[config.mk]
export PLATFORM = sky130hd
export DESIGN_NAME = booth_acc
export DESIGN_NICKNAME = d
export VERILOG_FILES = /design/src/rtl/booth_acc.sv
export SDC_FILE = /design/constraint.sdc
export NUM_CORES = 1
export LEC_CHECK = 0
export ABC_CLOCK_PERIOD_IN_PS = 2100
export CAP_MARGIN = 20
export CORE_MARGIN = 4
export CORE_UTILIZATION = 37
export CTS_CLUSTER_SIZE = 14
export DETAILED_ROUTE_END_ITERATION = 16
export DONT_BUFFER_PORTS = 1
export SETUP_SLACK_MARGIN = 0.05
export SYNTH_ARGS = -nofsm -noshare
export SYNTH_HDL_FRONTEND = slang
export SYNTH_SLANG_ARGS = --single-unit
[constraint.sdc]
create_clock -name clk -period 2.1 [get_ports clk]
set_input_delay 0.21 -clock clk [delete_from_list [all_inputs] [get_ports clk]]
set_output_delay 0.21 -clock clk [all_outputs]
set_load 0.1 [all_outputs]
[src/rtl/booth_acc.sv]
// booth_acc: collects a programmable-length burst of signed products into a signed sum.
// Optional build macro BOOTH_ACC_SAT_EN selects saturating accumulation; otherwise the sum wraps.
module booth_acc #(
    parameter int PROD_W = 8,
    parameter int ACC_W  = 12,
    parameter int LEN_W  = 4
) (
    input  logic              clk,
    input  logic              rst,
    input  logic              start_i,
    input  logic [LEN_W-1:0]  len_i,
    input  logic              prod_valid_i,
    input  logic [PROD_W-1:0] prod_i,
    output logic              prod_ready_o,
    output logic              sum_valid_o,
    input  logic              sum_ready_i,
    output logic [ACC_W-1:0]  sum_o,
    output logic              ovf_o,
    output logic              busy_o
);

    typedef enum logic [1:0] {
        ST_IDLE = 2'd0,
        ST_ACC  = 2'd1,
        ST_DONE = 2'd2
    } state_t;

    state_t             state_r;
    state_t             state_s;
    logic [ACC_W-1:0]   acc_r;
    logic [ACC_W-1:0]   acc_s;
    logic [LEN_W:0]     cnt_r;
    logic [LEN_W:0]     cnt_s;
    logic [LEN_W:0]     len_r;
    logic [LEN_W:0]     len_s;
    logic               ovf_r;
    logic               ovf_s;
    logic               accept_s;
    logic [LEN_W:0]     cnt_inc_s;
    logic [ACC_W:0]     wide_s;
    logic               add_ovf_s;

    // One guard bit above the accumulator exposes signed overflow as a top-bit mismatch.
    function automatic logic [ACC_W:0] wide_add(input logic [ACC_W-1:0] acc,
                                                input logic [PROD_W-1:0] prod);
        logic [ACC_W:0] acc_x;
        logic [ACC_W:0] prod_x;
        acc_x  = {acc[ACC_W-1], acc};
        prod_x = {{(ACC_W+1-PROD_W){prod[PROD_W-1]}}, prod};
        return acc_x + prod_x;
    endfunction

    function automatic logic [ACC_W-1:0] fold_sum(input logic [ACC_W:0] wide,
                                                  input logic ovf);
        logic [ACC_W-1:0] res;
`ifdef BOOTH_ACC_SAT_EN
        if (ovf) begin
            // The guard bit carries the true sign of the unclamped result.
            res = wide[ACC_W] ? {1'b1, {(ACC_W-1){1'b0}}} : {1'b0, {(ACC_W-1){1'b1}}};
        end else begin
            res = wide[ACC_W-1:0];
        end
`else
        res = ovf ? wide[ACC_W-1:0] : wide[ACC_W-1:0];
`endif
        return res;
    endfunction

    assign accept_s  = prod_valid_i && (state_r == ST_ACC);
    assign cnt_inc_s = cnt_r + {{LEN_W{1'b0}}, 1'b1};
    assign wide_s    = wide_add(acc_r, prod_i);
    assign add_ovf_s = wide_s[ACC_W] ^ wide_s[ACC_W-1];

    // Next-state and datapath update for the burst FSM.
    always_comb begin
        state_s = state_r;
        acc_s   = acc_r;
        cnt_s   = cnt_r;
        len_s   = len_r;
        ovf_s   = ovf_r;
        case (state_r)
            ST_IDLE: begin
                if (start_i) begin
                    len_s   = (len_i == {LEN_W{1'b0}}) ? {1'b1, {LEN_W{1'b0}}}
                                                       : {1'b0, len_i};
                    acc_s   = {ACC_W{1'b0}};
                    cnt_s   = {(LEN_W+1){1'b0}};
                    ovf_s   = 1'b0;
                    state_s = ST_ACC;
                end else begin
                    state_s = ST_IDLE;
                end
            end
            ST_ACC: begin
                if (accept_s) begin
                    acc_s = fold_sum(wide_s, add_ovf_s);
                    cnt_s = cnt_inc_s;
                    ovf_s = ovf_r | add_ovf_s;
                    if (cnt_inc_s == len_r) begin
                        state_s = ST_DONE;
                    end else begin
                        state_s = ST_ACC;
                    end
                end else begin
                    state_s = ST_ACC;
                end
            end
            ST_DONE: begin
                if (sum_ready_i) begin
                    state_s = ST_IDLE;
                end else begin
                    state_s = ST_DONE;
                end
            end
            default: begin
                state_s = ST_IDLE;
            end
        endcase
    end

    // State and datapath registers; rst overrides every input.
    always_ff @(posedge clk) begin
        if (rst) begin
            state_r <= ST_IDLE;
            acc_r   <= {ACC_W{1'b0}};
            cnt_r   <= {(LEN_W+1){1'b0}};
            len_r   <= {(LEN_W+1){1'b0}};
            ovf_r   <= 1'b0;
        end else begin
            state_r <= state_s;
            acc_r   <= acc_s;
            cnt_r   <= cnt_s;
            len_r   <= len_s;
            ovf_r   <= ovf_s;
        end
    end

    assign prod_ready_o = (state_r == ST_ACC);
    assign sum_valid_o  = (state_r == ST_DONE);
    assign busy_o       = (state_r != ST_IDLE);
    assign sum_o        = acc_r;
    assign ovf_o        = ovf_r;

endmodule
==> impl_metrics.ini, run 1 <==
[logic_synthesis]
syn_inst = 186
syn_nets = 217
synth_edf_count = 0
synth_area_sq_um = 1550
yosysWarnings = 0
yosysSeqAreaShare = 0.323
ys_seq_elements = 25
synth.avg_cell_area_sq_um = 8.34
synthArstFlopShare = 0
synth_cell_types = 45
synth_ff_type = dfxtp_1

[status]
outcome = finished clean

[worst_setup_path]
cp-start-kind = register
arrival_ps = 2130
cp-end-kind = register
path_class = register to register
critPathMaxFanout = 3
cp.required_ps = 2270

[timing]
finalCritPeriodShare = 0.934
hold_violations = 0
setup_viol = 0
fin_crit_ps = 1960
worst_pin_slew_ps = 769
fin_skew_ps = 2.86
fmax_mhz = 510
grt_setup_unrepaired = no
setup_tns_ps = 0
drv_slew = 0
max_slew_margin = 0.486
whs_ps = 64.8

[die]
fp.dieArea_sq_um = 5290
die_h_um = 72.8
rows = 23
initial_core_util = 0.385
die_w_um = 72.8
ios = 33
core_sq_um = 4030

[job]
drv_cap = 0

[clock_network]
postCtsSetupBuffers = 0
htreeDepth = 1
path_clk_slew_ps = 90
cts_root_buf = clkbuf_8
cts_buffers = 3
insertion_delay_ps = 270
cts.sinks = 25
cts_max_path_buffers = 2
cts_tree = yes

[finish]
fill_cells = 410
nets = 238
num_antenna_cells = 0
final_cells = 256
drive_above_1_share = 0.238
fin_util = 0.460
syn2layout_area_growth_pct = 19.5

[hold_path]
min_path_type = input pin to register

[drt]
via_per_inst = 5.39
vias = 1380
first_pass_iters = 4
drt_iter0_markers = 86
wirelength_mm = 3.68
route.detailed.drc = 0
ant_nets = 0
wl_per_cell_um = 14.4

[grt]
grt.total_usage = 0.148
antenna_found_initial = 0
grt_max_degree = 20
grt_pass1_wl_mm = 6.22
gr-total-overflow = 0
first_global_vias = 1389

[placed_design]
place_congestion = 0.804
dp_hpwl_mm = 2.83
dp_cells = 251
numPortBuffers = 0

[power]
p_leak_uw = 0.000835
vdd_ir_drop_max_mv = 0.313
powerDensity_nw_per_um2 = 604
-- metrics by stage --
step | total power (uW) | cell area [sq um] | setup WS (ps)
final | 1120 | 1850 | 139
after global routing | 1170 | 1850 | 39.1
after CTS | 1130 | 1840 | 72.0
after detailed placement | 832 | 1790 | 93.0
after global placement | 825 | 1790 | 109
after floorplan | 772 | 1590 | 68.9
-- layout by cell type, fill, tap and decap left out, types with 3 or more instances in the layout --
cell | Yosys | final
dfxtp_1 | 25 | 14
nand2_1 | 25 | 25
xor2_1 | 8 | 8
dfxtp_4 | 0 | 5
buf_4 | 1 | 20
ha_1 | 13 | 12
a21o_1 | 5 | 5
clkbuf_8 | 0 | 3
nor3_1 | 4 | 4
inv_1 | 4 | 4
nor2b_1 | 5 | 3
xnor2_1 | 5 | 5
nand3_1 | 6 | 6
o21ai_0 | 6 | 6
a22o_1 | 5 | 5
o21ai_1 | 4 | 3
dfxtp_2 | 0 | 6
a21oi_1 | 19 | 19
nor2_1 | 16 | 15
-- power breakdown --
part           switching [uW]  internal [uW]
logic                     224            100
registers                14.6            490
clock network             158            133
total                     397            723
-- state kept, by name (all words and copies together), names as in the netlist --
name / count
sum_o: 12
ovf_o: 1
cnt_r: 5
state_r: 2
len_r: 5
-- synthesized netlist by cell type, types with 2 or more instances --
cell,count,area (sq um)
a211o_1,2,17.5
a211oi_1,2,15.0
a21o_1,5,37.5
a21oi_1,19,95.1
a22o_1,5,43.8
a22oi_1,2,15.0
a31oi_1,2,12.5
buf_1,2,7.51
dfxtp_1,25,500
ha_1,13,163
inv_1,4,15.0
nand2_1,25,93.8
nand3_1,6,30.0
nor2_1,16,60.1
nor2b_1,5,31.3
nor3_1,4,20.0
o21ai_0,6,30.0
o21ai_1,4,20.0
o21bai_1,2,15.0
xnor2_1,5,43.8
xor2_1,8,70.1
-- worst paths after layout --
kind | end | slack, ps | start | cells after the start
setup reg to reg | ovf_o | 140 | sum_o[0] | 8
hold reg to reg | len_r[1] | 480 | len_r[1] | 2
hold / removal | len_r[2] | 60 | len_i[2] | 2
setup / recovery | ovf_o | 140 | sum_o[0] | 8
-- logic make-up (layout without fill, tap and decap cells) --
logic type               Yosys count  count (layout)  share of synthesized area
AND/OR/NAND/NOR                   66              66                      0.197
AO/OA/AOI/OAI                     58              58                      0.254
flip-flops                        25              25                      0.323
adder cells (fa/ha/maj)           14              14                      0.118
XOR/XNOR                          14              14                     0.0839
buffers and inverters              9              29                     0.0250
-- repair_timing --
action,CTS,global route
endpoints found under the hold margin,19,0
gates resized for setup,0,3
hold buffers,1,0
setup endpoints to repair,0,4
-- final cells by class --
class / instances / area, sq um / share of cell area
clock buffer: 3 / 41.3 / 0.0223
clock inverter: 1 / 5.00 / 0.00270
tap: 50 / 62.6 / 0.0337
timing repair buffer: 21 / 160 / 0.0864
sequential: 25 / 527 / 0.284
inverter: 4 / 15.0 / 0.00810
multi-input combinational: 152 / 1040 / 0.563
-- metal layers --
metal,wire (um),share of wire,track usage
met1,1650,0.45,0.172
met2,1780,0.48,0.262
met3,198,0.054,0.0331
met4,46,0.013,0.0553
met5,0,0,0
-- critical path, stage by stage, from the launching register on --
cell      delay, ps
dfxtp_4         360
ha_4            160
fa_2            370
a211oi_2        230
nor2_2           90
o21ai_2         210
o21ai_1         100
xnor2_1         130
a32o_1          210
No activity file was read; power rests on OpenSTA's default activity.
==> run 2, diff against run 1 <==
Settings changed: ABC_CLOCK_PERIOD_IN_PS 2100 to 2200, HOLD_SLACK_MARGIN from default to 0.02.
Clock period 2.1 ns to 2.2 ns, I/O delays scaled along.
==> run 2 against run 1 <==
  * Critical path depth unchanged
  * Largest cell class unchanged
  * Sequential power down 4%
  * Total power down 5.8%
  * Critical path type unchanged
  * Die area unchanged
==> impl_metrics.ini, run 2 (synthesis gave the netlist of run 1 again) <==
[finish]
drive_above_1_share = 0.203
final_cell_mix = nand2_1 (25), a21oi_1 (19), nor2_1 (16), buf_4 (16), dfxtp_1 (14)
syn2layout_area_growth_pct = 15.6
num_antenna_cells = 0
final_common_cell = nand2_1
fin_util = 0.445
largest_reg_flops = 12
stdcell_area_sq_um = 1790
nets = 234

[worst_setup_path]
cp_slowest_cell = fa_2
critPathMaxFanout = 3
path_cells = ha_1 -> fa_2 -> a211oi_1 -> nor2_1 -> o21ai_2 -> o21ai_1 -> xnor2_1 -> a32o_1
max_stage_delay_ps = 380
path_class = register to register
cp-start-kind = register
cp.required_ps = 2360
cp-end-kind = register
arrival_ps = 2190
reg2reg_depth = 8

[job]
drv_cap = 0

[hold_path]
min_path_type = input pin to register
hold_depth = 2

[timing]
fin_crit_ps = 2020
whs_ps = 81.1
hold_violations = 0
fin_skew_ps = 5.33
fmax_mhz = 494
max_slew_margin = 0.517
setup_viol = 0
finalCritPeriodShare = 0.920
grt_setup_unrepaired = no
setup_tns_ps = 0
drv_slew = 0
worst_pin_slew_ps = 722

[power]
powerDensity_nw_per_um2 = 588
vdd_ir_drop_max_mv = 0.218
power.total_uw = 1050
p_leak_uw = 0.000811

[die]
rows = 23
initial_core_util = 0.385
die_h_um = 72.8
ios = 33
fp.dieArea_sq_um = 5290
die_w_um = 72.8
core_sq_um = 4030

[drt]
wl_per_cell_um = 13.7
vias = 1329
ant_nets = 0
via_per_inst = 5.27
wirelength_mm = 3.45
first_pass_iters = 4
route.detailed.drc = 0
drt_iter0_markers = 40

[grt]
grt_pass1_wl_mm = 5.83
antenna_found_initial = 0
first_global_vias = 1300
gr-total-overflow = 0
grt.total_usage = 0.138
grt_max_degree = 20

[clock_network]
postCtsSetupBuffers = 0
path_clk_slew_ps = 90
insertion_delay_ps = 270
cts_max_path_buffers = 2
cts.sinks = 25
cts_tree = yes
htreeDepth = 1
cts_buffers = 3
cts_root_buf = clkbuf_8

[placed_design]
dp_hpwl_mm = 2.61
place_area_sq_um = 1730
numPortBuffers = 0
place_congestion = 0.810

[status]
outcome = finished clean
-- run 2: cell count changes in the layout (fill, tap and decap cells not counted), sizes merged --
cell | before | now
clkbuf | 3 | 4
buf | 20 | 16
clkinv | 1 | 0
-- run 2: what timing repair did --
| item | CTS | global route |
|---|---|---|
| hold buffers | 1 | 0 |
| hold endpoints to repair | 19 | 0 |
| endpoints found under the setup margin | 2 | 2 |
| resized for setup | 1 | 1 |
| pin swaps | 0 | 1 |
-- run 2: critical path, delay by kind of cell (launching register included) --
family	cells	cell delay [ps]
and+or+nand+nor	1	110
AOI/OAI and AO/OA	4	720
xor gates and xnor gates	1	140
DFF	1	350
adders and majority gates	2	600
-- run 2: per-layer routing --
layer / vias up / share of wire / GRT usage
li1: 701 / - / -
met5: - / 0 / 0
met1: 602 / 0.45 / 0.171
met4: 0 / 0.010 / 0.0369
met2: 22 / 0.47 / 0.233
met3: 4 / 0.064 / 0.0399
-- run 2: final timing paths --
kind | start | end | slack [ps]
max | sum_o[0] | ovf_o | 180
min | len_i[3] | len_r[3] | 80
max reg2reg | sum_o[0] | ovf_o | 180
min reg2reg | len_r[4] | len_r[4] | 470
-- run 2: layout make-up --
type / count / area [sq um]
fillers: 421 / 2240
multi-input cells: 152 / 1020
flip-flops and latches: 25 / 517
repair buffers: 17 / 130
well taps: 50 / 62.6
clock buffers: 4 / 45.0
inverters: 4 / 15.0
-- run 2: through the flow --
step | instances | setup slack, ps
2_1_floorplan | 186 | 50.1
5_1_grt | 252 | 79.7
6_report | 252 | 176
4_1_cts | 252 | 90.2
3_5_place_dp | 247 | 43.0
3_3_place_gp | 247 | 85.0
-- run 2: power by group --
| part | internal, uW | total [uW] | switching [uW] |
|---|---|---|---|
| Sequential | 471 | 485 | 14.1 |
| Combinational | 87.1 | 295 | 208 |
| Clock | 129 | 275 | 145 |
| Total | 687 | 1050 | 367 |
